`src/rtl/tdc_code_histogram_pkg.sv`:
```
// rtl/tdc_code_histogram_pkg.sv - shared constants and FSM encoding for the TDC code histogram
// Purpose: default tap count, code/count widths and the histogram state type.
// Ports: none (package).
package tdc_code_histogram_pkg;

    localparam int TDC_NUM_TAPS = 240;
    localparam int TDC_BIN_W    = 9;
    localparam int TDC_CNT_W    = 16;
    localparam int TDC_OOR_W    = 16;

    typedef enum logic [1:0] {
        ST_CLEAR = 2'd0,
        ST_ACCUM = 2'd1,
        ST_DRAIN = 2'd2,
        ST_DONE  = 2'd3
    } hist_state_t;

endpackage

```
`src/rtl/tdc_hist_ram.sv`:
```
// rtl/tdc_hist_ram.sv - simple dual-port histogram bin RAM with registered read
// Purpose: DEPTH x DW storage, one write port and one registered read port.
// Ports: i_clk; i_we/i_waddr/i_wdata write port; i_raddr read address, o_rdata one cycle later.
//        A read of an address written in the same cycle returns the old contents.
module tdc_hist_ram #(
    parameter int DEPTH = 240,
    parameter int AW    = 8,
    parameter int DW    = 16
) (
    input  logic          i_clk,
    input  logic          i_we,
    input  logic [AW-1:0] i_waddr,
    input  logic [DW-1:0] i_wdata,
    input  logic [AW-1:0] i_raddr,
    output logic [DW-1:0] o_rdata
);

    logic [DW-1:0] r_mem [0:DEPTH-1];

    always_ff @(posedge i_clk) begin
        if (i_we) begin
            r_mem[i_waddr] <= i_wdata;
        end
        o_rdata <= r_mem[i_raddr];
    end

endmodule

```
`src/rtl/tdc_code_histogram.sv`:
```
// rtl/tdc_code_histogram.sv - code-density histogram of TDC fine codes with streamed readout
// Purpose: zero the bins, count valid fine codes per tap, then stream every bin out on sweep_done.
// Ports: i_clk, i_rst (async, active high), i_clear (restart pulse);
//        i_code_valid/i_code fine-code input; i_sweep_done level, rising edge ends accumulation;
//        o_rd_valid/i_rd_ready/o_rd_bin/o_rd_count/o_rd_last readout stream;
//        o_busy (CLEAR or DRAIN), o_oor_count (out-of-range codes), o_sat_flag (sticky saturation).
module tdc_code_histogram
    import tdc_code_histogram_pkg::*;
#(
    parameter int NUM_TAPS = TDC_NUM_TAPS,
    parameter int BIN_W    = TDC_BIN_W,
    parameter int CNT_W    = TDC_CNT_W
) (
    input  logic                 i_clk,
    input  logic                 i_rst,
    input  logic                 i_clear,
    input  logic                 i_code_valid,
    input  logic [BIN_W-1:0]     i_code,
    input  logic                 i_sweep_done,
    output logic                 o_rd_valid,
    input  logic                 i_rd_ready,
    output logic [BIN_W-1:0]     o_rd_bin,
    output logic [CNT_W-1:0]     o_rd_count,
    output logic                 o_rd_last,
    output logic                 o_busy,
    output logic [TDC_OOR_W-1:0] o_oor_count,
    output logic                 o_sat_flag
);

    localparam int RAM_AW = $clog2(NUM_TAPS);
    localparam logic [BIN_W-1:0] LAST_BIN = BIN_W'(NUM_TAPS - 1);
    localparam logic [BIN_W-1:0] TAPS     = BIN_W'(NUM_TAPS);

    hist_state_t      r_state;
    logic [BIN_W-1:0] r_clr_addr;
    logic             r_sweep_q;
    logic             r_drain_pend;
    // s1: read issued last cycle; s2: write this cycle; s3: write committed last cycle
    logic             r_s1_valid, r_s2_valid, r_s3_valid;
    logic [BIN_W-1:0] r_s1_bin, r_s2_bin, r_s3_bin;
    logic [CNT_W-1:0] r_s2_data, r_s3_data;
    logic [BIN_W-1:0] r_fetch_addr;
    logic             r_fetch_ok;

    logic             w_sweep_rise, w_accept, w_in_range, w_hit, w_oor;
    logic [CNT_W-1:0] w_rdata, w_cur, w_next;
    logic [CNT_W:0]   w_sum;
    logic             w_sat, w_load, w_pop;
    logic [BIN_W-1:0] w_fetch_next, w_raddr, w_waddr;
    logic             w_we;
    logic [CNT_W-1:0] w_wdata;

    assign w_sweep_rise = i_sweep_done & ~r_sweep_q;
    // After the sweep edge only the code of the edge cycle itself is still taken.
    assign w_accept   = (r_state == ST_ACCUM) && !r_drain_pend && i_code_valid;
    assign w_in_range = i_code < TAPS;
    assign w_hit      = w_accept && w_in_range;
    assign w_oor      = w_accept && !w_in_range;

    // The RAM read misses the two youngest updates; take them from the pipeline instead.
    assign w_cur  = (r_s2_valid && r_s2_bin == r_s1_bin) ? r_s2_data :
                    (r_s3_valid && r_s3_bin == r_s1_bin) ? r_s3_data : w_rdata;
    assign w_sum  = {1'b0, w_cur} + (CNT_W + 1)'(1);
    assign w_sat  = w_sum[CNT_W];
    assign w_next = w_sat ? w_cur : w_sum[CNT_W-1:0];

    // Output slot is refilled from the prefetched word whenever it is empty or being taken.
    assign w_pop        = o_rd_valid && i_rd_ready;
    assign w_load       = (r_state == ST_DRAIN) && r_fetch_ok && (r_fetch_addr < TAPS) &&
                          (!o_rd_valid || i_rd_ready);
    assign w_fetch_next = w_load ? r_fetch_addr + BIN_W'(1) : r_fetch_addr;

    always_comb begin
        w_raddr = '0;
        if (r_state == ST_DRAIN) begin
            // Present the address that will be current next cycle so no bubble appears.
            if (w_fetch_next < TAPS) w_raddr = w_fetch_next;
        end else if (w_in_range) begin
            w_raddr = i_code;
        end
    end

    always_comb begin
        w_we    = r_s2_valid;
        w_waddr = r_s2_bin;
        w_wdata = r_s2_data;
        if (r_state == ST_CLEAR) begin
            w_we    = 1'b1;
            w_waddr = r_clr_addr;
            w_wdata = '0;
        end
    end

    tdc_hist_ram #(
        .DEPTH (NUM_TAPS),
        .AW    (RAM_AW),
        .DW    (CNT_W)
    ) u_ram (
        .i_clk   (i_clk),
        .i_we    (w_we),
        .i_waddr (w_waddr[RAM_AW-1:0]),
        .i_wdata (w_wdata),
        .i_raddr (w_raddr[RAM_AW-1:0]),
        .o_rdata (w_rdata)
    );

    always_ff @(posedge i_clk or posedge i_rst) begin
        if (i_rst) begin
            r_state      <= ST_CLEAR;
            r_clr_addr   <= '0;
            r_sweep_q    <= 1'b0;
            r_drain_pend <= 1'b0;
            r_s1_valid   <= 1'b0;
            r_s1_bin     <= '0;
            r_s2_valid   <= 1'b0;
            r_s2_bin     <= '0;
            r_s2_data    <= '0;
            r_s3_valid   <= 1'b0;
            r_s3_bin     <= '0;
            r_s3_data    <= '0;
            r_fetch_addr <= '0;
            r_fetch_ok   <= 1'b0;
            o_rd_valid   <= 1'b0;
            o_rd_bin     <= '0;
            o_rd_count   <= '0;
            o_rd_last    <= 1'b0;
            o_busy       <= 1'b1;
            o_oor_count  <= '0;
            o_sat_flag   <= 1'b0;
        end else begin
            r_sweep_q  <= i_sweep_done;
            r_s1_valid <= w_hit;
            r_s1_bin   <= i_code;
            r_s2_valid <= r_s1_valid;
            r_s2_bin   <= r_s1_bin;
            r_s2_data  <= w_next;
            r_s3_valid <= r_s2_valid;
            r_s3_bin   <= r_s2_bin;
            r_s3_data  <= r_s2_data;
            if (r_s1_valid && w_sat) o_sat_flag <= 1'b1;
            if (w_oor && o_oor_count != '1) o_oor_count <= o_oor_count + TDC_OOR_W'(1);

            if (i_clear) begin
                r_state      <= ST_CLEAR;
                r_clr_addr   <= '0;
                r_drain_pend <= 1'b0;
                r_s1_valid   <= 1'b0;
                r_s2_valid   <= 1'b0;
                r_s3_valid   <= 1'b0;
                o_oor_count  <= '0;
                o_sat_flag   <= 1'b0;
                o_rd_valid   <= 1'b0;
                o_rd_last    <= 1'b0;
                o_busy       <= 1'b1;
            end else begin
                case (r_state)
                    ST_CLEAR: begin
                        r_clr_addr <= r_clr_addr + BIN_W'(1);
                        if (r_clr_addr == LAST_BIN) begin
                            r_state    <= ST_ACCUM;
                            r_clr_addr <= '0;
                            o_busy     <= 1'b0;
                        end
                    end
                    ST_ACCUM: begin
                        if (w_sweep_rise && !r_drain_pend) r_drain_pend <= 1'b1;
                        // s2 writes during this cycle, so a drain read next cycle sees it.
                        if (r_drain_pend && !r_s1_valid) begin
                            r_state      <= ST_DRAIN;
                            r_drain_pend <= 1'b0;
                            r_fetch_addr <= '0;
                            r_fetch_ok   <= 1'b0;
                            o_busy       <= 1'b1;
                        end
                    end
                    ST_DRAIN: begin
                        r_fetch_ok   <= 1'b1;
                        r_fetch_addr <= w_fetch_next;
                        if (w_load) begin
                            o_rd_valid <= 1'b1;
                            o_rd_bin   <= r_fetch_addr;
                            o_rd_count <= w_rdata;
                            o_rd_last  <= (r_fetch_addr == LAST_BIN);
                        end else if (w_pop) begin
                            o_rd_valid <= 1'b0;
                        end
                        if (w_pop && o_rd_last) begin
                            r_state    <= ST_DONE;
                            o_rd_valid <= 1'b0;
                            o_rd_last  <= 1'b0;
                            o_busy     <= 1'b0;
                        end
                    end
                    default: begin
                    end
                endcase
            end
        end
    end

endmodule

```
`config.mk`:
```
export PLATFORM = sky130hd
export DESIGN_NAME = tdc_code_histogram
export DESIGN_NICKNAME = d
export VERILOG_FILES = /design/src/rtl/tdc_code_histogram_pkg.sv /design/src/rtl/tdc_hist_ram.sv /design/src/rtl/tdc_code_histogram.sv
export SDC_FILE = /design/constraint.sdc
export NUM_CORES = 2
export LEC_CHECK = 0
export BUFFER_PORTS_ARGS = -buffer_cell sky130_fd_sc_hd__buf_2
export CELL_PAD_IN_SITES_DETAIL_PLACEMENT = 0
export CELL_PAD_IN_SITES_GLOBAL_PLACEMENT = 1
export CORE_MARGIN = 2
export CORE_UTILIZATION = 59
export DETAILED_ROUTE_END_ITERATION = 8
export GPL_TIMING_DRIVEN = 1
export PLACE_DENSITY_LB_ADDON = 0.05
export SYNTH_ARGS = -nofsm -noshare
export SYNTH_HDL_FRONTEND = slang
export SYNTH_SLANG_ARGS = --single-unit
```
`constraint.sdc`:
```
create_clock -name i_clk -period 13.9 [get_ports i_clk]
set_input_delay 0.695 -clock i_clk [delete_from_list [all_inputs] [get_ports i_clk]]
set_output_delay 0.695 -clock i_clk [all_outputs]
set_load 0.005 [all_outputs]
```
### Word-level counts from Yosys, hierarchy flattened

Memories as Yosys holds them, arrays and structs flattened. A register that Yosys moved wholly into a read port is not among the register bits.
Index checks and enable logic that the tools add are counted.

* flip-flop bits (word level): 130
* bits in writable memories: 3840
* output and inout bits: 45
* logic and storage cells: 129
* memories: 1

Memories
* u_ram.r_mem: depth 240, bits a word 16, rd ports 1, clocked after Yosys merged registers in 1, wr ports 1, line tdc_hist_ram.sv:18 `logic [DW-1:0] r_mem [0:DEPTH-1];`

* $add $sub $neg: 4
* order comparisons: 3
* equal/unequal tests: 11
* mux-type cells: 49
* bitwise gates (word level): 3
* reductions and logical operators: 37

Operators with widths (count)
* two-way mux 16 bit: 6
* two-way mux 9 bit: 5
* two-way mux 8 bit: 4
* < comparator 9 x 8 -> 1 bit (second input constant): 3
* two-way mux 1 bit: 26
* adder 9 x 1 -> 9 bit (second input constant): 2
* == test 9 x 8 -> 1 bit (second input constant): 2
* == test 9 bit: 2
* case mux 9 bit (2 select lines): 1
* adder 16 x 1 -> 17 bit (second input constant): 1
* adder 16 x 1 -> 16 bit (second input constant): 1
* inequality test 16 bit (second input constant): 1
* logical AND 1 bit: 15
* nonzero test 2 bit: 6
* inequality test 3 x 2 -> 1 bit (second input constant): 3
* two-way mux 2 bit: 4
* nonzero test 4 bit: 2
* case mux 2 bit (3 select lines): 1
* AND reduction 2 bit: 3
* AND reduction 3 bit: 2
* nonzero test 3 bit: 2
* zero test 1 bit: 4
* AND reduction 4 bit: 1
* case mux 1 bit (3 select lines): 1
* other kinds (8): 9

### Longest topological paths before layout

* depth in word-level cells: 8
* mapped depth: 19
* depth with buffers taken out: 13

### Hierarchy

A second synthesis with hierarchy kept.

* cell total of the unflattened synthesis: 7023
* area, all modules: 155261.4 sq um

By module, submodules not included
* tdc_hist_ram: times used 1, cells an instance 6439, area an instance 148972.9 sq um, sequential area each 115630.9 sq um
* tdc_code_histogram: times used 1, cells an instance 584, area an instance 6288.5 sq um, sequential area each 3254.4 sq um

### Least setup slack after synthesis

OpenSTA, ideal clock, no wires.

* kind: register -> register
* start: reg r_state[0]
* end: mem u_ram.r_mem[0][15] (data pin)
* library setup time: 1381 ps
* data arrival time: 7073 ps
* required time: 12519 ps
* setup slack: 5446 ps
* stages on the path, launching flop included: 7
* buffers on the path: 3
* period minus slack after synthesis: 8454 ps
* path through: dfrtp_1 > inv_1 > ha_1 > clkbuf_1 > clkbuf_1 > buf_1 > nor2b_1

* cells in the longest elaborated chain, start to end: 2

Ends and longest elaborated chain
* start: declaration: line tdc_code_histogram.sv:34 `hist_state_t r_state;`
* start signal: assignment: line tdc_code_histogram.sv:109 `r_state <= ST_CLEAR;`
* start signal: assignment: line tdc_code_histogram.sv:144 `r_state <= ST_CLEAR;`
* start signal: assignment: line tdc_code_histogram.sv:160 `r_state <= ST_ACCUM;`
* zero test 2 bit: line tdc_code_histogram.sv:87 `if (r_state == ST_CLEAR) begin`
* two-way mux 16 bit: line tdc_code_histogram.sv:87
* via u_ram.i_wdata[15]: line tdc_hist_ram.sv:13 `input logic [DW-1:0] i_wdata,`
* end: declaration: line tdc_hist_ram.sv:18

The timed path passes the listed nets, and every way through them passes these cells.

### Worst setup path in the final report

* start: reg r_state[0]
* end: reg u_ram.o_rdata[9], read port of u_ram.r_mem

* cells in the longest elaborated chain, start to end: 8

Ends and longest elaborated chain
* == test 2 bit (*): line tdc_code_histogram.sv:69, tdc_code_histogram.sv:75
* logical AND 1 bit (3 in series): line tdc_code_histogram.sv:69 `assign w_load = (r_state == ST_DRAIN) && r_fetch_ok && (r_fetch_addr < TAPS) &&`
* two-way mux 9 bit: line tdc_code_histogram.sv:71 `assign w_fetch_next = w_load ? r_fetch_addr + BIN_W'(1) : r_fetch_addr;`
* < comparator 9 x 8 -> 1 bit: line tdc_code_histogram.sv:77 `if (w_fetch_next < TAPS) w_raddr = w_fetch_next;`
* two-way mux 8 bit: line tdc_code_histogram.sv:77
* two-way mux 8 bit (*): line tdc_code_histogram.sv:75 `if (r_state == ST_DRAIN) begin`
* end: declaration: line tdc_hist_ram.sv:15 `output logic [DW-1:0] o_rdata`

Every way passes the cells marked *; elsewhere a longest branch is shown, timed or not.
A chain may end at the register's enable or synchronous reset.

==> summary.txt <==
Die
  – Die Span X: 514.5 um
  – Area inside the core boundary: 259,500 um2
  – Overall die height: 514.5 um
  – Area enclosed by the die boundary: 264,700 um2
  – Number of placement rows: 187
  – Starting density of the core: 0.5925
  – Number of ports placed on the die boundary: 60

Synth
  – Mean post-synth cell area: 17.89 um2
  – Leading register cell type out of synthesis: sky130_fd_sc_hd__edfxtp_1
  – Post-synth EDFFs: 3,840
  – Cells after Synth: 8,593
  – Yosys synthesis warning count: 0
  – Net count after synthesis: 8,615
  – Fraction of registers with async set/reset: 0.03261
  – Cell variety after synth: 73
  – Seq/Total Area, Yosys: 0.7732
  – Synthesized area: 153,700 um2
  – Register bit total from synthesis: 3,986

Critical path
  – Cell-by-cell listing of the critical path: inv_1, ha_1, nor2b_1, nand2_1, a21oi_1, a22o_4, buf_4, buf_12, buf_4, mux4_2, a22oi_1, nand3_1, a2111oi_1, a41o_1, o211ai_1
  – Flop-to-flop setup slack: 6.66 ns
  – CP dominant cell by count: sky130_fd_sc_hd__buf_4
  – Worst EP arrival: 8.05 ns
  – Type of the setup path with the least slack: flip-flop to flip-flop
  – Launch point of the worst reg-to-reg path: r_state[0]$_DFFE_PP0P_
  – Reg2Reg Depth: 15
  – Critical R2R Capture: u_ram.o_rdata[9]$_DFF_P_
  – Critical Path Max Stage Delay: 1.06 ns
  – Crit end category: flip-flop
  – Setup crit start kind: flip-flop
  – Worst EP required: 14.71 ns
  – Standard cell with the maximum stage delay on the critical path: sky130_fd_sc_hd__a2111oi_1
  – Highest fanout seen on the critical path: 100

Clocking
  – Clock tree from TritonCTS: yes
  – Clock Root Buffer: sky130_fd_sc_hd__clkbuf_16
  – CTS Buf Count: 398
  – Clock sink count: 3,986
  – Clock Pin Slew Worst Setup and Hold Paths: 0.06 ns
  – Number of levels the H-tree was split into: 5
  – Worst-Skew Late Latency: 0.95 ns
  – CTS-repair resized insts: 0
  – Largest buffer count on any clock path: 4

Finish
  – Share of post-route cells with drive strength above 1: 0.1913
  – Area delta synth->final: 12.24%
  – Number of nets in the layout: 8,960

Timing
  – Unrepaired setup endpoints after global routing: no
  – Total Neg Setup Slack: 0 ns
  – Setup-violating endpoint count in the final report: 0
  – Hold Fails Final Rpt: 0
  – Final Slew Violations: 0
  – Worst Tran Pin Value: 1.434 ns
  – Worst-case headroom to the max-slew limit: 0.04415
  – Post-route worst hold slack: 0.1359 ns
  – Time the final worst path needs with I/O delays and setup: 7.239 ns
  – Fin Clk Skew: 0.04207 ns
  – Fin crit share: 0.5208
  – Maximum achievable frequency: 0.1381 GHz

Placement
  – DPL Wire Length: 237,500 um
  – Port Buffer Count: 59
  – GP Congestion: 0.8787

Drt
  – Detailed Route WL: 422,700 um
  – Count of unresolved DRC violations after routing: 0
  – Vias per Instance: 6.661
  – Detailed-route via count: 84,450
  – DRT iter0 DRCs: 12,100
  – Number of antenna-violating nets in the routed design: 1
  – Drt wl/cell: 33.34 um
  – DRT Pass-1 Iters: 6

Power and ir drop
  – VDD IR-drop max: 0.1826 mV
  – Power per cell area: 185.5 nW/um2
  – Leak: 0.05653 uW

GRT
  – Number of global-route vias before repair: 81,790
  – Total grt overflow: 0
  – Antenna violations before repair: 25
  – Largest net degree at the start of global routing: 241
  – Total Routing Usage GR: 0.3190
  – Wire length of the first global-routing pass: 600,700 um

Run
  – Max_cap viols: 0

Run status
  – Violations in the final reports: antenna violations
  – Run status: finished, violations left

Hold path
  – Source of the worst hold timing path: i_rd_ready
  – Hold Path Class: input pin to flip-flop
  – Hold EP: o_rd_valid$_DFFE_PP0P_
  – Worst hold stages: 4
per-layer routing:
metal  vias to the layer above  track usage  part of all wire  wire length (um)
li1                      34920            -                 -                 -
met1                     44310       0.4762              0.40            169700
met2                      4581       0.4878              0.47            196700
met3                       627      0.05960              0.10             43590
met4                         8      0.09379             0.030             12670
met5                         -            0           0.00016                66
registers in the layout, indices dropped and copies added (netlist names), 2 cells and up:
| name | count |
|---|---|
| o_rd_bin | 9 |
| r_fetch_addr | 9 |
| r_clr_addr | 9 |
| r_state | 2 |
| r_s3_data | 16 |
| r_s3_bin | 9 |
| r_s2_data | 16 |
| r_s1_bin | 9 |
| o_oor_count | 16 |
| o_rd_count | 16 |
| u_ram.o_rdata | 16 |
| r_s2_bin | 9 |
| u_ram.r_mem | 3840 |
logic make-up (layout without fill, tap and decap cells):
group	Yosys count	count (layout)	synth area share
flops	3986	3986	0.7732
simple gates	2449	2449	0.06964
compound gates	850	850	0.03825
mux	731	731	0.1001
buf+inv	527	1190	0.01578
xor+xnor	43	43	0.002449
fa+ha+maj	7	7	0.0005696
other cells	0	20	0
critical path: cells and delay by family, from the launching register on:
| kind | cells | cell delay (ns) |
|---|---|---|
| compound gates | 6 | 2.76 |
| buf+inv | 4 | 2.03 |
| simple gates | 3 | 0.77 |
| fa+ha+maj | 1 | 0.44 |
| mux | 1 | 0.42 |
| flops | 1 | 0.40 |
power by group:
part           internal [uW]  total (uW)  switching [uW]
registers              15300       15500             169
logic                   1400        5900            4500
clock network           6150       10600            4450
stage by stage:
step	power, uW	setup WS, ns	util	cell area (um2)	std cells
floorplan	19460	5.446	-	153800	8593
detailed placement	21590	6.520	0.6152	159600	11930
finish	32010	6.661	0.6651	172600	12680
global route	32910	6.289	0.6649	172500	12660
global placement	21390	6.428	0.6151	159600	11930
CTS	32060	6.771	0.6649	172500	12660
cell usage after synthesis, drive strengths merged (17+ instances only):
library cell	number	area share
and3	55	0.0023
xor2	17	0.00097
a31oi	126	0.0051
nand2	1317	0.032
clkbuf	289	0.0071
o21ai	49	0.0016
mux4	642	0.094
nand4	115	0.0048
nor2	316	0.0077
a32o	17	0.0011
a22oi	292	0.014
a32oi	26	0.0015
o211ai	65	0.0032
nor3	49	0.0016
a21oi	167	0.0054
buf	216	0.0082
edfxtp	3840	0.75
mux2	27	0.0020
nor2b	25	0.0010
nand3	484	0.016
inv	22	0.00054
mux2i	62	0.0040
dfrtp	129	0.021
xnor2	26	0.0015
final cells by class:
class                      instances  area [um2]
antenna                           20       50.05
clock buffer                     513       10710
clock inverter                   205        2059
fill                           17310       86910
inverter                          22       85.08
multi-input combinational       4080       32990
sequential                      3986      118900
tap                             3402        4257
timing repair buffer             450        3527
placed cells by master, fill, tap and decap left out, types with 21 or more instances in the layout:
master / count
sky130_fd_sc_hd__buf_4: 357
sky130_fd_sc_hd__a22oi_1: 291
sky130_fd_sc_hd__and3_1: 54
sky130_fd_sc_hd__bufinv_16: 39
sky130_fd_sc_hd__clkbuf_1: 94
sky130_fd_sc_hd__mux2i_1: 62
sky130_fd_sc_hd__mux4_2: 642
sky130_fd_sc_hd__xnor2_1: 26
sky130_fd_sc_hd__dfrtp_1: 129
sky130_fd_sc_hd__nand4_1: 114
sky130_fd_sc_hd__nor2_2: 31
sky130_fd_sc_hd__clkbuf_16: 408
sky130_fd_sc_hd__nand2_1: 1298
sky130_fd_sc_hd__a21oi_1: 162
sky130_fd_sc_hd__mux2_2: 26
sky130_fd_sc_hd__clkinv_2: 59
sky130_fd_sc_hd__nor2_1: 273
sky130_fd_sc_hd__edfxtp_1: 3840
sky130_fd_sc_hd__a31oi_1: 126
sky130_fd_sc_hd__buf_2: 59
sky130_fd_sc_hd__a32oi_1: 26
sky130_fd_sc_hd__clkinv_1: 79
sky130_fd_sc_hd__buf_12: 21
sky130_fd_sc_hd__nand3_1: 484
sky130_fd_sc_hd__nor3_1: 41
sky130_fd_sc_hd__o21ai_0: 46
sky130_fd_sc_hd__o211ai_1: 64
worst max path at each step:
stage | startpoint | endpoint | cells after the start
floorplan | r_state[0]$_DFFE_PP0P_ | u_ram.r_mem[0][15]$_DFFE_PP_ | 6
global placement | i_code[4] | u_ram.o_rdata[6]$_DFF_P_ | 12
detailed placement | i_code[4] | u_ram.o_rdata[1]$_DFF_P_ | 13
CTS | r_state[0]$_DFFE_PP0P_ | u_ram.o_rdata[9]$_DFF_P_ | 15
global route | r_state[0]$_DFFE_PP0P_ | u_ram.o_rdata[13]$_DFF_P_ | 14
finish | r_state[0]$_DFFE_PP0P_ | u_ram.o_rdata[9]$_DFF_P_ | 15
what timing repair did:
action,CTS,global route
hold buffers,12,0
setup buffers,0,0
setup endpoints to repair,0,0
hold endpoints to repair,83,0
Note: power is estimated with default switching activity, not from simulation.
